`config.mk`:
```
export PLATFORM = sky130hd
export DESIGN_NAME = ntt_stage_window
export DESIGN_NICKNAME = d
export VERILOG_FILES = /design/src/rtl/ntt_ctrl_pkg.sv /design/src/rtl/window_down_counter.sv /design/src/rtl/ntt_stage_window.sv
export SDC_FILE = /design/constraint.sdc
export NUM_CORES = 1
export LEC_CHECK = 0
export ABC_AREA = 1
export CAP_MARGIN = 20
export CORE_MARGIN = 2
export CORE_UTILIZATION = 56
export DETAILED_ROUTE_END_ITERATION = 8
export HOLD_SLACK_MARGIN = 0.02
export PLACE_DENSITY = 0.91
export RECOVER_POWER = 100
export SYNTH_ARGS = -nofsm -noshare
export SYNTH_HDL_FRONTEND = slang
export SYNTH_SLANG_ARGS = --single-unit
```
`constraint.sdc`:
```
create_clock -name clk -period 2.41 [get_ports clk]
set_input_delay 0.3615 -clock clk [delete_from_list [all_inputs] [get_ports clk]]
set_output_delay 0.3615 -clock clk [all_outputs]
set_load 0.01 [all_outputs]
```
`src/rtl/ntt_ctrl_pkg.sv`:
```
// Shared constants and state encoding for the NTT stage controller and its helpers.
package ntt_ctrl_pkg;

    localparam int unsigned NTT_LEN      = 128;
    localparam int unsigned NTT_PIPE_LAT = 9;

    typedef enum logic [1:0] {
        IDLE  = 2'd0,
        RUN   = 2'd1,
        DRAIN = 2'd2
    } stage_state_e;

    // Counter width that still holds n-1, never narrower than one bit.
    function automatic int unsigned min_width(input int unsigned n);
        return (n > 1) ? $clog2(n) : 1;
    endfunction

endpackage

```
`src/rtl/window_down_counter.sv`:
```
// Loadable down-counter with a zero flag; holds at zero instead of wrapping.
module window_down_counter #(
    parameter int unsigned W = 4
) (
    input  logic         clk,
    input  logic         rstn,
    input  logic         load,
    input  logic [W-1:0] load_val,
    input  logic         dec,
    output logic [W-1:0] count,
    output logic         zero_c
);

    assign zero_c = (count == '0);

    always_ff @(posedge clk or negedge rstn) begin
        if (!rstn) begin
            count <= '0;
        end else if (load) begin
            count <= load_val;
        end else if (dec && !zero_c) begin
            count <= count - W'(1);
        end
    end

endmodule

```
`src/rtl/ntt_stage_window.sv`:
```
// Turns a start pulse into a busy/index window for one NTT stage, followed by a
// drain window covering the butterfly pipeline and a done pulse in its last cycle.
module ntt_stage_window
    import ntt_ctrl_pkg::*;
#(
    parameter  int unsigned LEN      = NTT_LEN,
    parameter  int unsigned PIPE_LAT = NTT_PIPE_LAT,
    localparam int unsigned CNT_W    = min_width(LEN),
    localparam int unsigned DRN_W    = $clog2(PIPE_LAT + 1)
) (
    input  logic             clk,
    input  logic             rstn,
    input  logic             start_pulse,
    input  logic             abort,
    output logic             busy,
    output logic [CNT_W-1:0] idx,
    output logic             first,
    output logic             last,
    output logic             drain,
    output logic             done,
    output logic             overrun
);

    localparam logic [CNT_W-1:0] LAST_IDX = CNT_W'(LEN - 1);
    localparam logic [DRN_W-1:0] DRN_LOAD = DRN_W'(PIPE_LAT - 1);

    stage_state_e     state, state_d;
    logic [CNT_W-1:0] idx_d;
    logic             busy_d, first_d, last_d, drain_d, done_d, overrun_d;
    logic             start_acc;
    logic             dload, ddec, dzero;
    logic [DRN_W-1:0] dcnt;

    window_down_counter #(.W(DRN_W)) u_drain_cnt (
        .clk      (clk),
        .rstn     (rstn),
        .load     (dload),
        .load_val (DRN_LOAD),
        .dec      (ddec),
        .count    (dcnt),
        .zero_c   (dzero)
    );

    always_ff @(posedge clk or negedge rstn) begin
        if (!rstn) begin
            state   <= IDLE;
            idx     <= '0;
            busy    <= 1'b0;
            first   <= 1'b0;
            last    <= 1'b0;
            drain   <= 1'b0;
            done    <= 1'b0;
            overrun <= 1'b0;
        end else begin
            state   <= state_d;
            idx     <= idx_d;
            busy    <= busy_d;
            first   <= first_d;
            last    <= last_d;
            drain   <= drain_d;
            done    <= done_d;
            overrun <= overrun_d;
        end
    end

    // Next state, then outputs decoded from the next state so they land registered.
    always_comb begin
        state_d   = state;
        idx_d     = '0;
        busy_d    = 1'b0;
        first_d   = 1'b0;
        last_d    = 1'b0;
        drain_d   = 1'b0;
        done_d    = 1'b0;
        overrun_d = overrun;
        dload     = 1'b0;
        ddec      = 1'b0;
        start_acc = start_pulse && ((state == IDLE) || ((state == DRAIN) && dzero));

        if (abort) begin
            state_d = IDLE;
        end else if (start_acc) begin
            state_d   = RUN;
            overrun_d = 1'b0;
        end else begin
            if (start_pulse) begin
                overrun_d = 1'b1;
            end
            case (state)
                RUN: begin
                    if (idx == LAST_IDX) begin
                        state_d = DRAIN;
                        dload   = 1'b1;
                    end
                end
                DRAIN: begin
                    if (dzero) begin
                        state_d = IDLE;
                    end else begin
                        ddec = 1'b1;
                    end
                end
                default: ;
            endcase
        end

        case (state_d)
            RUN: begin
                busy_d  = 1'b1;
                idx_d   = (state == RUN) ? idx + CNT_W'(1) : '0;
                first_d = (idx_d == '0);
                last_d  = (idx_d == LAST_IDX);
            end
            DRAIN: begin
                drain_d = 1'b1;
                done_d  = dload ? (PIPE_LAT == 1) : (dcnt == DRN_W'(1));
            end
            default: ;
        endcase
    end

endmodule

```
Word-level counts from Yosys, hierarchy flattened
Index checks and enable logic that the tools add are counted.

Reductions and logical operators: 11. $lt $le $gt $ge: 0. Shifts and indexed selects: 0. Div/mod/pow operators: 0. Add/subtract/negate cells: 2. Multiply operators: 0. Muxes and demuxes: 25. Bitwise logic cells: 1. Eq/ne operators: 7.

Operators with widths (count): $mux W1 (16); $eq A7 B7 Y1 const B (2); $mux W7 (2); $mux W2 (4); $mux W4 (2); $add A7 B1 Y7 const B (1); $logic_not A7 Y1 (1); $eq A2 B1 Y1 const B (2); $eq A2 B2 Y1 const B (2); $eq A4 B1 Y1 const B (1); $logic_not A4 Y1 (1); $pmux W2 S2 (1); $reduce_bool A2 Y1 (2); $sub A4 B1 Y4 const B (1); $logic_and A1 B1 Y1 (3); $logic_not A2 Y1 (1); $reduce_and A2 Y1 (1); $logic_not A1 Y1 (1); $logic_or A1 B1 Y1 (1); $not A1 Y1 (1).

Bits in read-only memories: 0. Memories: 0. Input bits: 4. Bits in latches: 0. Output and inout bits: 13. Logic and storage cells: 55. Bits in writable memories: 0. Register bits: 19.

Longest topological paths before layout
Gate-level depths: netlist of the first run.

Word-level depth: 9. Depth in mapped cells: 11. Mapped depth without buffers: 10.

Modules after synthesis
Synthesis of the first run repeated with hierarchy kept, for this count alone.

Cells, all modules: 158. Area total of the unflattened synthesis: 1144.8 µm².

Modules (own cells, without submodules): ntt_stage_window (times used 1, cells each 112, area each 849.6 µm², sequential area each 375.4 µm²); window_down_counter (times used 1, cells each 46, area each 295.3 µm², sequential area each 100.1 µm²).

Worst setup path after synthesis of the first run
No wires, ideal clock.

Path type: reg-to-reg. Start: register idx[0]. End: register idx[6]. Cell stages (with the launch flop): 9. Buffers on the path: 0. Slack: 0.988 ns. Period minus slack after synthesis: 1.422 ns. Required time: 2.289 ns. Setup time: 0.121 ns. Arrival: 1.300 ns. Cell sequence: dfrtp_1 > ha_1 > nand3_2 > nor2_2 > nand3_2 > nand2_2 > nand3_1 > nand2_4 > nor2_1.

Longest elaborated chain between the ends: 7. Elaborated cells on any way between the ends: 9. Those cells by class: add/sub: 1; eq/ne: 2; mux: 6.

Ends and longest elaborated chain: from (decl) (RTL line ntt_stage_window.sv:16) `output logic [CNT_W-1:0] idx,`; from (signal assigned) (RTL line ntt_stage_window.sv:56) `idx <= idx_d;`; $eq A7 B7 Y1 (RTL line ntt_stage_window.sv:91) `if (idx == LAST_IDX) begin`; $mux W2 (RTL line ntt_stage_window.sv:91); $pmux W2 S2 (RTL line ntt_stage_window.sv:89) `case (state)`; $mux W2 (RTL line ntt_stage_window.sv:82) `end else if (start_acc) begin`; $mux W2 (RTL line ntt_stage_window.sv:80) `if (abort) begin`; $eq A2 B1 Y1 (RTL line ntt_stage_window.sv:107) `case (state_d)`; $mux W7 (*) (RTL line ntt_stage_window.sv:107); via idx_d[6] (RTL line ntt_stage_window.sv:28) `logic [CNT_W-1:0] idx_d;`.

The timed path passes the listed nets; every way through them passes the cells marked *. A chain may end at the register's enable or synchronous reset.

Worst setup path after layout of the first run
Start: register u_drain_cnt.count[1]. End: register idx[2].

Longest elaborated chain between the ends: 8. Elaborated cells on any way between the ends: 10. Those cells by class: eq/ne: 1; mux: 5; reduce/logical: 4.

Ends and longest elaborated chain: from (decl) (RTL line window_down_counter.sv:10) `output logic [W-1:0] count,`; from (signal assigned) (RTL line window_down_counter.sv:20) `count <= load_val;`; from (signal assigned) (RTL line window_down_counter.sv:22) `count <= count - W'(1);`; $logic_not A4 Y1 (*) (RTL line window_down_counter.sv:14) `assign zero_c = (count == '0);`; parallel branches: the longest is 3 deep, another holds $mux W2; $mux W2 (*) (RTL line ntt_stage_window.sv:82); $mux W2 (*) (RTL line ntt_stage_window.sv:80); via state_d[0] (RTL line ntt_stage_window.sv:27) `stage_state_e state, state_d;`; $eq A2 B1 Y1 (*) (RTL line ntt_stage_window.sv:107); $mux W7 (*) (RTL line ntt_stage_window.sv:107); via idx_d[2] (RTL line ntt_stage_window.sv:28).

Mark *: on every way through the listed nets, which the timed path passes.

==> run_results.csv, run 1 <==
group,metric,value,unit
pwr,p_total,595,uW
floorplan,die_h,48.4,um
pwr,power.density,461,mW/mm2
worst_setup_path,reg2reg_slack,0.64,ns
cells_and_area,multiInputGateArea,509,um2
place,gp_congestion,0.872,
synthesis,yosysWarnings,0,
clock_tree,numCtsBuffers,3,
sta,rsz0062_at_grt,"false",
route,wl,2300,um
place,place_hpwl,1760,um
worst_setup_path,crit_path_end,"idx[2]$_DFF_PN0_",
cells_and_area,area_growth,17.1,%
worst_setup_path,r2r-end,"idx[2]$_DFF_PN0_",
floorplan,core_area,0.00190,mm2
cells_and_area,fin_nets,174,
sta,fin_crit_sh,0.734,
grt,antenna_found_initial,0,
synthesis,synthArstFlopShare,1.00,
pwr,power_frac_comb,0.158,
synthesis,synth_top_area_share,0.431,
worst_setup_path,crit_path_max_fanout,10,
pwr,p_sw_frac,0.285,
route,wire_per_inst,12.1,um
grt,grt_usage,0.222,
clock_tree,clkLatencyLatePin,0.30,ns
sta,clock.fmax,565,MHz
synthesis,synth_enable_flop_cells,0,
clock_tree,path_clk_slew,0.12,ns
pwr,ir_drop,426,uV
clock_tree,cts.repair.resized,0,
worst_setup_path,endpoint_kind,"flip-flop",
sta,holdWs,0.529,ns
floorplan,fp.dieW,48.4,um
route,drc,0,
synthesis,synth_nets,153,
run,max_cap_viol_count,0,
worst_setup_path,crit_type,"reg2reg",
sta,fin_crit,1.77,ns
synthesis,synth_common_cells,"nand2_1, nor2_1, inv_1, dfrtp_1, nand3_1",
cells_and_area,drive_gt1_frac,0.0920,
worst_setup_path,startpoint,"u_drain_cnt.count[1]$_DFFE_PN0P_",
cells_and_area,seq_area,475,um2
cells_and_area,n_fill_cell,154,
cells_and_area,finalNonFillerCells,190,
route,viasPerCell,5.04,
clock_tree,clock-root-buffer,"clkbuf_4",
route,drtIter0Drc,26,
synthesis,synth.most_common_cell,"nand2_1",
place,place_inst,186,
sta,tns,0,ns
pwr,seqPwrFrac,0.561,
route,vias,957,
synthesis,syn_inst,143,
worst_setup_path,critical_path.top_delay_family,"simple AND/OR/NAND/NOR gates",
sta,maxSlewHeadroom,0.306,
worst_setup_path,cp-start-kind,"flip-flop",
worst_setup_path,crit_chain,"inv_1 > ha_1 > nand3_1 > a21oi_1 > inv_1 > nand2_1 > nand2_1 > nor2_1",
worst_setup_path,rr_worst_depth,8,
grt,overflow,0,
clock_tree,clkSinkCount,19,
sta,fin_skew,0.00493,ns
floorplan,num_io_pins,17,
cells_and_area,diodes,0,
synthesis,synthTopCellsByArea,"dfrtp_1, nand2_1, nor2_1",
worst_setup_path,crit_arrival,1.99,ns
synthesis,synth-seq-cells,19,
pwr,leakagePower,0.000695,uW
grt,grt_pass1_vias,985,
sta,setup_viol,0,
route,drtAntennaViolNets,0,
synthesis,netlist_area,0.00110,mm2
clock_tree,h-tree-depth,1,
synthesis,syn-mean-instance-area,7.72,um2
clock_tree,cts_setup_buffers,0,
floorplan,die_area,0.00234,mm2
grt,grt_pass1_wl,4100,um
synthesis,synth_top_cell_by_area,"dfrtp_1",
floorplan,row_count,16,
worst_setup_path,crit_cells,8,
sta,slew_viol_final,0,
hold_path,worstHoldPathType,"reg2reg",
pwr,clock_power_share,0.281,
clock_tree,cts_tree,"yes",
synthesis,ys.flop_type,"dfrtp_1",
outcome,status,"completed",
place,portBuffers,16,
sta,hold_violations,0,
floorplan,start_util,0.580,
worst_setup_path,worstPathRequired,2.63,ns
worst_setup_path,slowest_stage,"dfrtp_1",
clock_tree,cts_max_path_buffers,2,
synthesis,seq_area_frac_synth,0.431,
sta,worstMarginPinSlew,1.04,ns
clock_tree,postCtsHoldBufs,0,
worst_setup_path,slowest_delay,0.39,ns
worst_setup_path,critPathBufInv,2,
route,dr.pass1.iters,4,
synthesis,yosys.cell_types.count,20,
pwr,power.switching,170,uW
worst_setup_path,reg2reg_from,"u_drain_cnt.count[1]$_DFFE_PN0P_",
pwr,internal_power,426,uW
grt,grt_max_degree,20,
## flip-flops by register name (all words and copies together), names as in the netlist
name / cells
idx: 7
u_drain_cnt.count: 4
state: 2
busy: 1
done: 1
drain: 1
first: 1
last: 1
overrun: 1
## how the worst min path moves through the flow
stage	slack, ns	endpoint	cells after the start	startpoint
2_1_floorplan	0.07	busy$_DFF_PN0_	0	rstn
3_3_place_gp	0.49	overrun$_DFFE_PN0P_	2	overrun$_DFFE_PN0P_
3_5_place_dp	0.51	overrun$_DFFE_PN0P_	2	overrun$_DFFE_PN0P_
4_1_cts	0.40	idx[3]$_DFF_PN0_	2	rstn
5_1_grt	0.54	overrun$_DFFE_PN0P_	2	overrun$_DFFE_PN0P_
6_report	0.53	overrun$_DFFE_PN0P_	2	overrun$_DFFE_PN0P_
## tightest hold or removal path, cell delays in order (launching register included)
cell	delay, ns
dfrtp_1	0.37
a21oi_1	0.04
nor2_1	0.09
## through the flow
stage | area [um2] | setup WS (ns) | utilization
after global routing | 1290 | 0.415 | 0.680
after detailed placement | 1300 | 0.694 | 0.682
after global placement | 1300 | 0.746 | 0.682
after CTS | 1330 | 0.708 | 0.697
final | 1290 | 0.640 | 0.680
after floorplan | 1100 | 0.988 | -
## power by group through the flow
stage	Clock (uW)	Sequential (uW)	Combinational [uW]
floorplan	0	344	60.5
global placement	0	340	102
detailed placement	0	341	105
CTS	164	335	105
global route	181	335	106
finish	167	334	94.1
## kinds of logic (layout without fill, tap and decap cells)
| family | after synthesis | count (layout) | share of synthesized area |
|---|---|---|---|
| and+or+nand+nor | 85 | 85 | 0.363 |
| buffers and inverters | 23 | 43 | 0.0816 |
| DFF | 19 | 19 | 0.431 |
| AOI/OAI and AO/OA | 10 | 10 | 0.0567 |
| adders and majority gates | 6 | 6 | 0.0680 |
## layout make-up
cell class                 count  share of cell area
clock inverter                 1             0.00387
multi-input combinational    101               0.394
inverter                      22              0.0639
clock buffer                   3              0.0174
tap                           27              0.0261
sequential                    19               0.368
timing repair buffer          17               0.127
## cells in the final DEF, fill, tap and decap left out, drive strengths merged
| cell | n |
|---|---|
| dlygate4sd3 | 14 |
| a21oi | 6 |
| nand2 | 35 |
| clkinv | 1 |
| a21boi | 1 |
| inv | 22 |
| o21bai | 1 |
| nor2 | 29 |
| ha | 6 |
| clkbuf | 4 |
| nand3 | 19 |
| dfrtp | 19 |
| clkdlybuf4s50 | 2 |
| o21ai | 2 |
| nand4 | 2 |
## metal layers
metal | vias to the layer above | routed length, um | global-route usage | share of wire
li1 | 482 | - | - | -
met1 | 454 | 975 | 0.262 | 0.42
met2 | 19 | 1240 | 0.394 | 0.54
met3 | 2 | 64 | 0.0370 | 0.028
met4 | 0 | 19 | 0.105 | 0.0083
met5 | - | 0 | 0 | 0
No activity file was read; power rests on OpenSTA's default activity.
==> run 2, diff against run 1 <==
- CORE_UTILIZATION: 56 -> 47
- PLACE_DENSITY: 0.91 -> 0.83
- clock period: 2.41 -> 1.4 ns (I/O delays scaled with it)
==> run_results.csv, run 2 (synthesized netlist as in run 1, its figures left out) <==
group,metric,value,unit
outcome,status,"finished, violations left",
outcome,failed_checks,"setup timing",
grt,overflow,0,
worst_setup_path,slowest_delay,0.42,ns
place,portBuffers,16,
clock_tree,postCtsHoldBufs,0,
worst_setup_path,startpoint,"state[0]$_DFF_PN0_",
route,dr.pass1.iters,4,
cells_and_area,area_growth,54.5,%
route,viasPerCell,5.26,
worst_setup_path,crit_type,"reg2reg",
worst_setup_path,endpoint_kind,"flip-flop",
cells_and_area,largest_reg_flops,7,
cells_and_area,top_register,"idx",
route,vias,1120,
cells_and_area,final_common_cell,"nand2_1",
clock_tree,cts_max_path_buffers,2,
pwr,power_frac_comb,0.247,
sta,layout_setup_ws,-0.0983,ns
cells_and_area,final_cell_mix,"nand2_1, buf_4, nor2_1, dfrtp_1, inv_1",
worst_setup_path,crit_arrival,1.74,ns
worst_setup_path,reg2reg_from,"state[0]$_DFF_PN0_",
sta,maxSlewHeadroom,0.326,
route,drtAntennaViolNets,0,
worst_setup_path,slowest_stage,"dfrtp_1",
place,place_hpwl,1750,um
sta,holdWs,0.513,ns
worst_setup_path,critPathBufInv,1,
sta,hold_violations,0,
worst_setup_path,crit_path_max_fanout,6,
sta,fin_crit_sh,1.07,
clock_tree,clkSinkCount,19,
sta,rsz0062_at_grt,"true",
worst_setup_path,cp-start-kind,"flip-flop",
route,drtIter0Drc,18,
place,gp_congestion,0.881,
clock_tree,cts_tree,"yes",
grt,antenna_found_initial,0,
cells_and_area,drive_gt1_frac,0.427,
floorplan,fp.dieW,52.5,um
pwr,p_total,1150,uW
route,drc,0,
clock_tree,h-tree-depth,1,
clock_tree,clkLatencyLatePin,0.30,ns
worst_setup_path,crit_chain,"inv_2 > ha_4 > nand3_4 > nand2_4 > nand2_4 > nand3_4 > nand3_1 > nor2_2",
grt,grt_max_degree,20,
pwr,clock_power_share,0.254,
floorplan,row_count,17,
grt,grt_usage,0.226,
sta,clock.fmax,667,MHz
cells_and_area,diodes,0,
worst_setup_path,critical_path.top_delay_family,"simple AND/OR/NAND/NOR gates",
pwr,seqPwrFrac,0.499,
sta,fin_crit,1.50,ns
run,max_cap_viol_count,0,
floorplan,core_area,0.00221,mm2
pwr,power.density,676,mW/mm2
floorplan,start_util,0.499,
sta,worstMarginPinSlew,1.01,ns
sta,slew_viol_final,0,
pwr,internal_power,793,uW
floorplan,die_area,0.00275,mm2
pwr,ir_drop,595,uV
cells_and_area,fin_nets,196,
clock_tree,numCtsBuffers,3,
sta,setup_viol,14,
route,wl,2970,um
floorplan,die_h,52.5,um
route,wire_per_inst,14.0,um
sta,fin_skew,0.00101,ns
cells_and_area,finalNonFillerCells,213,
pwr,power.switching,359,uW
cells_and_area,reg_top3,"idx x7, u_drain_cnt.count x4, state x2",
pwr,p_sw_frac,0.312,
pwr,leakagePower,0.000837,uW
grt,grt_pass1_wl,4580,um
worst_setup_path,worstPathRequired,1.65,ns
place,place_ws,-0.0923,ns
hold_path,worstHoldPathType,"in2async",
clock_tree,clock-root-buffer,"clkbuf_4",
floorplan,num_io_pins,17,
clock_tree,path_clk_slew,0.12,ns
grt,grt_pass1_vias,1116,
place,place_inst,196,
==> run 2: cell count changes in the layout (fill, tap and decap cells not counted), sizes merged <==
| cell | previous run | this run |
|---|---|---|
| dlygate4sd3 | 14 | 0 |
| clkdlybuf4s25 | 0 | 3 |
| buf | 0 | 21 |
| dlygate4sd2 | 0 | 8 |
| nand2 | 35 | 36 |
| clkdlybuf4s50 | 2 | 3 |
| clkdlybuf4s15 | 0 | 2 |
==> run 2: worst register-to-register path: cells and delay by family (launching register included) <==
family	cells	cell delay, ns
adders and majority gates	1	0.20
buffers and inverters	1	0.13
and+or+nand+nor	6	0.68
DFF	1	0.42
==> run 2: what timing repair did <==
action | in CTS | in global routing
pin swaps | 5 | 18
gates resized for setup | 39 | 33
setup endpoints to repair | 25 | 21
setup buffers | 10 | 2
cloned | 1 | 0
==> run 2: cell type report <==
cell class	instances	area, um2
Inverter	22	85.1
Sequential cell	19	478
Clock inverter	1	5.00
Tap cell	28	35.0
Multi-Input combinational cell	102	761
Clock buffer	3	22.5
Timing Repair Buffer	38	319
Fill cell	155	507
==> run 2: worst paths after layout <==
| check | end | slack [ns] | cells past startpoint |
|---|---|---|---|
| max in group asynchronous | idx[0]$_DFF_PN0_ | 0.22 | 2 |
| setup / recovery | done$_DFF_PN0_ | -0.1 | 8 |
| min in group clk | overrun$_DFFE_PN0P_ | 0.55 | 2 |
| hold reg to reg | overrun$_DFFE_PN0P_ | 0.55 | 2 |
| setup reg to reg | done$_DFF_PN0_ | -0.1 | 8 |
| hold / removal | drain$_DFF_PN0_ | 0.51 | 2 |
==> run 2: metal layers <==
metal  GRT usage  vias up  part of all wire
met3      0.0686        6             0.050
met2       0.433       38              0.53
li1            -      537                 -
met5           0        -                 0
met1       0.251      539              0.40
met4      0.0171        0             0.014
==> run 2: through the flow <==
step                      instance area [um2]   util  TNS [ns]
after global placement                   1370  0.618    -0.246
after CTS                                1580  0.714    -0.329
after global routing                     1710  0.771     -2.18
after floorplan                          1100      -         0
after detailed placement                 1370  0.618    -0.951
final                                    1710  0.771     -1.01
==> run 2: power groups by stage <==
stage / logic, uW / registers, uW / clock network, uW
floorplan: 104 / 593 / 0
global route: 308 / 578 / 322
global placement: 194 / 584 / 0
finish: 285 / 575 / 292
detailed placement: 198 / 585 / 0
CTS: 242 / 574 / 300
